$ cat config.mk
export PLATFORM = sky130hd
export DESIGN_NAME = disp_scan
export DESIGN_NICKNAME = d
export VERILOG_FILES = /design/src/rtl/disp_scan.sv
export SDC_FILE = /design/constraint.sdc
export NUM_CORES = 1
export LEC_CHECK = 0
export CAP_MARGIN = 20
export CORE_ASPECT_RATIO = 0.7
export CORE_MARGIN = 2
export CORE_UTILIZATION = 48
export DETAILED_ROUTE_END_ITERATION = 7
export MAX_ROUTING_LAYER = met4
export PLACE_DENSITY = 0.75
export REMOVE_ABC_BUFFERS = 1
export SKIP_CTS_REPAIR_TIMING = 1
export SYNTH_ARGS = -nofsm -noshare
export SYNTH_HDL_FRONTEND = slang
export SYNTH_SLANG_ARGS = --single-unit
export TNS_END_PERCENT = 20
$ cat constraint.sdc
create_clock -name clk -period 2.2 [get_ports clk]
set_input_delay 0.44 -clock clk [delete_from_list [all_inputs] [get_ports clk]]
set_output_delay 0.44 -clock clk [all_outputs]
set_load 0.005 [all_outputs]
$ cat src/rtl/disp_scan.sv
// Multiplexed 8-digit hex display driver for the four CPU output ports.
// Port values are captured once per full scan so a frame never mixes old and new data.
module disp_scan #(
    parameter int CLK_DIV = 50000,
    parameter bit LZB     = 1'b0
) (
    input  logic       clk,
    input  logic       reset,
    input  logic [7:0] s1,
    input  logic [7:0] s2,
    input  logic [7:0] s3,
    input  logic [7:0] s4,
    input  logic       blank,
    output logic [7:0] an,
    output logic [6:0] seg,
    output logic       dp
);

    localparam int PW = (CLK_DIV > 1) ? $clog2(CLK_DIV) : 1;
    localparam logic [PW-1:0] PMAX = PW'(CLK_DIV - 1);

    logic [PW-1:0] pcnt_q, pcnt_d;
    logic [2:0]    idx_q, idx_d;
    logic [31:0]   snap_q, snap_d;
    logic          load_pend_q, load_pend_d;
    logic [7:0]    an_q, an_d;
    logic [6:0]    seg_q, seg_d;
    logic          dp_q, dp_d;

    logic          wrap;
    logic [3:0]    nib;
    logic          digit_off;
    logic [6:0]    hex_seg;

    always_comb begin
        case (nib)
            4'h0:    hex_seg = 7'b1000000;
            4'h1:    hex_seg = 7'b1111001;
            4'h2:    hex_seg = 7'b0100100;
            4'h3:    hex_seg = 7'b0110000;
            4'h4:    hex_seg = 7'b0011001;
            4'h5:    hex_seg = 7'b0010010;
            4'h6:    hex_seg = 7'b0000010;
            4'h7:    hex_seg = 7'b1111000;
            4'h8:    hex_seg = 7'b0000000;
            4'h9:    hex_seg = 7'b0010000;
            4'hA:    hex_seg = 7'b0001000;
            4'hB:    hex_seg = 7'b0000011;
            4'hC:    hex_seg = 7'b1000110;
            4'hD:    hex_seg = 7'b0100001;
            4'hE:    hex_seg = 7'b0000110;
            default: hex_seg = 7'b0001110;
        endcase
    end

    always_comb begin
        wrap        = (pcnt_q == PMAX);
        pcnt_d      = wrap ? '0 : pcnt_q + PW'(1);
        idx_d       = wrap ? idx_q + 3'd1 : idx_q;
        // Snapshot refresh on the edge that wraps idx 7->0, so digit 0 of the next frame sees it
        snap_d      = (load_pend_q || (wrap && idx_q == 3'd7)) ? {s4, s3, s2, s1} : snap_q;
        load_pend_d = 1'b0;

        nib       = snap_q[{idx_q, 2'b00} +: 4];
        digit_off = LZB && idx_q[0] && (nib == 4'h0);

        an_d  = (blank || digit_off) ? 8'hFF : ~(8'b1 << idx_q);
        seg_d = digit_off ? 7'h7F : hex_seg;
        dp_d  = !(!blank && idx_q != 3'd0 && !idx_q[0]);
    end

    always_ff @(posedge clk or negedge reset) begin
        if (!reset) begin
            pcnt_q      <= '0;
            idx_q       <= 3'd0;
            snap_q      <= 32'h0;
            load_pend_q <= 1'b1;
            an_q        <= 8'hFF;
            seg_q       <= 7'h7F;
            dp_q        <= 1'b1;
        end else begin
            pcnt_q      <= pcnt_d;
            idx_q       <= idx_d;
            snap_q      <= snap_d;
            load_pend_q <= load_pend_d;
            an_q        <= an_d;
            seg_q       <= seg_d;
            dp_q        <= dp_d;
        end
    end

    assign an  = an_q;
    assign seg = seg_q;
    assign dp  = dp_q;

endmodule
==> results.md <==
* Crit path arrival time at between 2 and 2.5 ns
* Reg power frac at between 40% and 50%
* Tcrit/Tclk final at a little over nine tenths
* RePlAce Congestion at 0.846
* Placement Cell Area at between 3000 and 4000 um2
* Comb pwr share at a little over an eighth
* Diode count at 0
* Layout cell share with drive strength beyond 1 at between 30 and 40%
* CTS sink cnt at 68
* Pint at 2.24 mW
* Die Wd at just over 100 um
* CTS tree: built
* Peak supply drop at around 0.38 mV
* CP Max Fanout at 8
* Via count at around 2,000
* Initial core utilization at 49.1%
* Mapped Cells at roughly 230
* Setup Skew at 0.0107 ns
* Slew Viols, Final at 0
* Status: finished, final reports clean
* Fin nets at between 300 and 400
* Sw frac at between 20 and 25%
* CTS Buffer Depth at 2
* Min Tclk post-route at between 2 and 2.5 ns
* Vias in the first global route at between 2,000 and 2,500
* Top Usage Layer GRT: met2
* Post-DP HPWL at between 4 and 5 mm
* Yosys top cell by area: dfrtp_1
* Sequential fraction of the synthesis area at 52.4%
* Synth warn at 0
* Area grow syn2layout at 27.8%
* DRC Markers at 0
* First-pass GRT wire length at approximately 9.9 mm
* WL per Instance at approximately 15 um
* Leakage power at roughly 1.9 nW
* Setup WS post-layout at 0.138 ns
* Cell variety after synth at 41
* Synthesized area at ~3300 um2
* Starting DRC count in detailed routing at roughly 130
* Peak Freq at between 0.4 and 0.5 GHz
* Largest net degree at the start of global routing at 44
* Post-synth top area share at between 30% and 40%
* Final setup vio count at 0
* Met1 Use GR at between 20% and 30%
* H-Tree Depth at 3
* Detail Route Antenna Nets at 0
* Power density over the cells at around 690 nW/um2
* Initial antenna violation count at 0
* Core box area at roughly 6700 um2
* Critical Path End Type: flip-flop
* Max_cap viols at 0
* GRT Overall Usage at between 15 and 20%
* Port Buffers at 50
* Avg Inst Size Synth at 14.4 um2
* Worst Setup Start Kind: flip-flop
* Row count at 25
* Hold WC Path Type: input port to asynchronous set/reset pin
* Fill count at ~520
* Worst Tran Pin Value at between 0.5 and 0.6 ns
* Total CTS buffers at 9
* RSZ-0062 raised after global routing: no
* Dpl ws at -0.0369 ns
* Finished Cell Area at between 4000 and 5000 um2
* WS Path Type: flip-flop to flip-flop
* FF+latch count, synth at between 60 and 70
* Root buf cell: clkbuf_8
* Slew HR at about two thirds
* Grt met3 use at between 4 and 5%
* I/O pin count at between 50 and 60
* Clk pwr share at approximately two fifths
* Clk_lat worst skew at about 0.35 ns
* Worst Path Required at 2.47 ns
* Hold Vio Cnt, Final at 0
* Total iterations of the first detailed-routing run at 5
* WL final at ~6 mm
* Via/cell ratio at between 4 and 5
* NetSw at ~0.66 mW
* Tot Pwr at between 2 and 3 mW
* Congestion Overflow GR at 0
* Die area at between 7000 and 8000 um2
* Met2 Usage GRT at between 20% and 30%
* Die Span Y at 73.3 um
* Clock-pin slew on the worst setup and hold paths at about 0.080 ns
* Top cells by area, synth: dfrtp_1, mux2_4, dfstp_2
cell usage in the layout, fill, tap and decap left out, types with 6 or more instances in the layout:
master           instances
mux4_2                   8
nand3_1                  8
buf_4                   10
clkbuf_8                 9
nand2_1                  9
xor2_1                   7
inv_1                    6
xnor2_1                  6
clkdlybuf4s50_1         49
dfrtp_1                 50
dfstp_2                 17
mux2i_1                  8
and3_1                   8
ha_1                    13
nor2_1                   9
mux2_4                  30
per-layer routing:
metal,vias to the layer above,part of all wire (%)
li1,939,-
met1,957,50
met2,53,43
met3,9,4.8
met4,0,1.5
met5,-,0
critical path: stages (launching register included):
cell and delay, ns:
dfrtp_2 0.49, buf_4 0.17, mux4_2 0.53, mux2_2 0.34, or3_1 0.35, o21ai_0 0.09
state kept, by name, summed over array words and instances, names as in the netlist:
signal	count
an	8
dp	1
idx_q	3
load_pend_q	1
pcnt_q	16
seg	7
snap_q	32
path summary, 6_finish.rpt:
path	end	slack, ns	from	cells after the start
min in group clk	pcnt_q[15]$_DFF_PN0_	0.50	pcnt_q[15]$_DFF_PN0_	1
max in group asynchronous	pcnt_q[12]$_DFF_PN0_	1.40	reset	3
max	seg[1]$_DFF_PN1_	0.14	idx_q[0]$_DFFE_PN0N_	5
min reg2reg	pcnt_q[15]$_DFF_PN0_	0.50	pcnt_q[15]$_DFF_PN0_	1
max reg2reg	seg[1]$_DFF_PN1_	0.14	idx_q[0]$_DFFE_PN0N_	5
min	snap_q[28]$_DFFE_PN0P_	0.06	reset	1
Yosys cell counts, drive strengths merged:
cell type	n
o31ai	1
nor3b	1
buf	6
or4b	1
nor2b	1
nand2	9
and4	2
dfstp	17
mux2	35
nand4	3
conb	1
mux4	8
nand4bb	1
clkbuf	3
dfrtp	51
or4bb	1
inv	7
nor2	9
xnor2	6
ha	13
a22o	1
or3	2
xor2	7
a31o	1
nand2b	3
nand3	8
mux2i	11
a211o	2
and3	8
a31oi	1
a21oi	2
o21ai	4
o2bb2ai	1
nor4	1
area by class of cell:
| class | count | area, um2 | area share [%] |
|---|---|---|---|
| Sequential cell | 68 | 1720 | 41.0 |
| Multi-Input combinational cell | 144 | 1500 | 35.6 |
| Timing Repair Buffer | 63 | 622 | 14.8 |
| Clock buffer | 10 | 128 | 3.04 |
| Tap cell | 94 | 118 | 2.80 |
| Clock inverter | 6 | 88.8 | 2.11 |
| Inverter | 7 | 26.3 | 0.625 |
power groups by stage:
| stage | clock, mW | sequential, mW | combinational [mW] |
|---|---|---|---|
| after floorplan | 0 | 1.40 | 0.213 |
| after global placement | 0 | 1.42 | 0.387 |
| after detailed placement | 0 | 1.42 | 0.396 |
| after CTS | 1.15 | 1.39 | 0.397 |
| after global routing | 1.19 | 1.40 | 0.431 |
| final | 1.11 | 1.39 | 0.397 |
metrics by stage:
| step | cells | hold WS [ns] | utilization, % | setup TNS, ns |
|---|---|---|---|---|
| floorplan | 219 | 0.144 | - | -25.52 |
| global placement | 376 | 0.446 | 59.3 | 0 |
| global route | 392 | 0.0854 | 62.8 | 0 |
| CTS | 392 | 0.0601 | 62.5 | -0.0396 |
| detailed placement | 376 | 0.448 | 59.3 | -0.0689 |
| finish | 392 | 0.0585 | 62.8 | 0 |
cell families after synthesis:
kind of cell	count (synthesis)	synth area share, %
flip-flops	68	52.4
other	1	0.114
adder cells (fa/ha/maj)	13	4.94
AND/OR/NAND/NOR	50	8.90
buffers and inverters	16	2.70
AO/OA/AOI/OAI	13	2.78
XOR/XNOR	13	3.46
multiplexers	54	24.7
No activity file was read; power rests on OpenSTA's default activity.
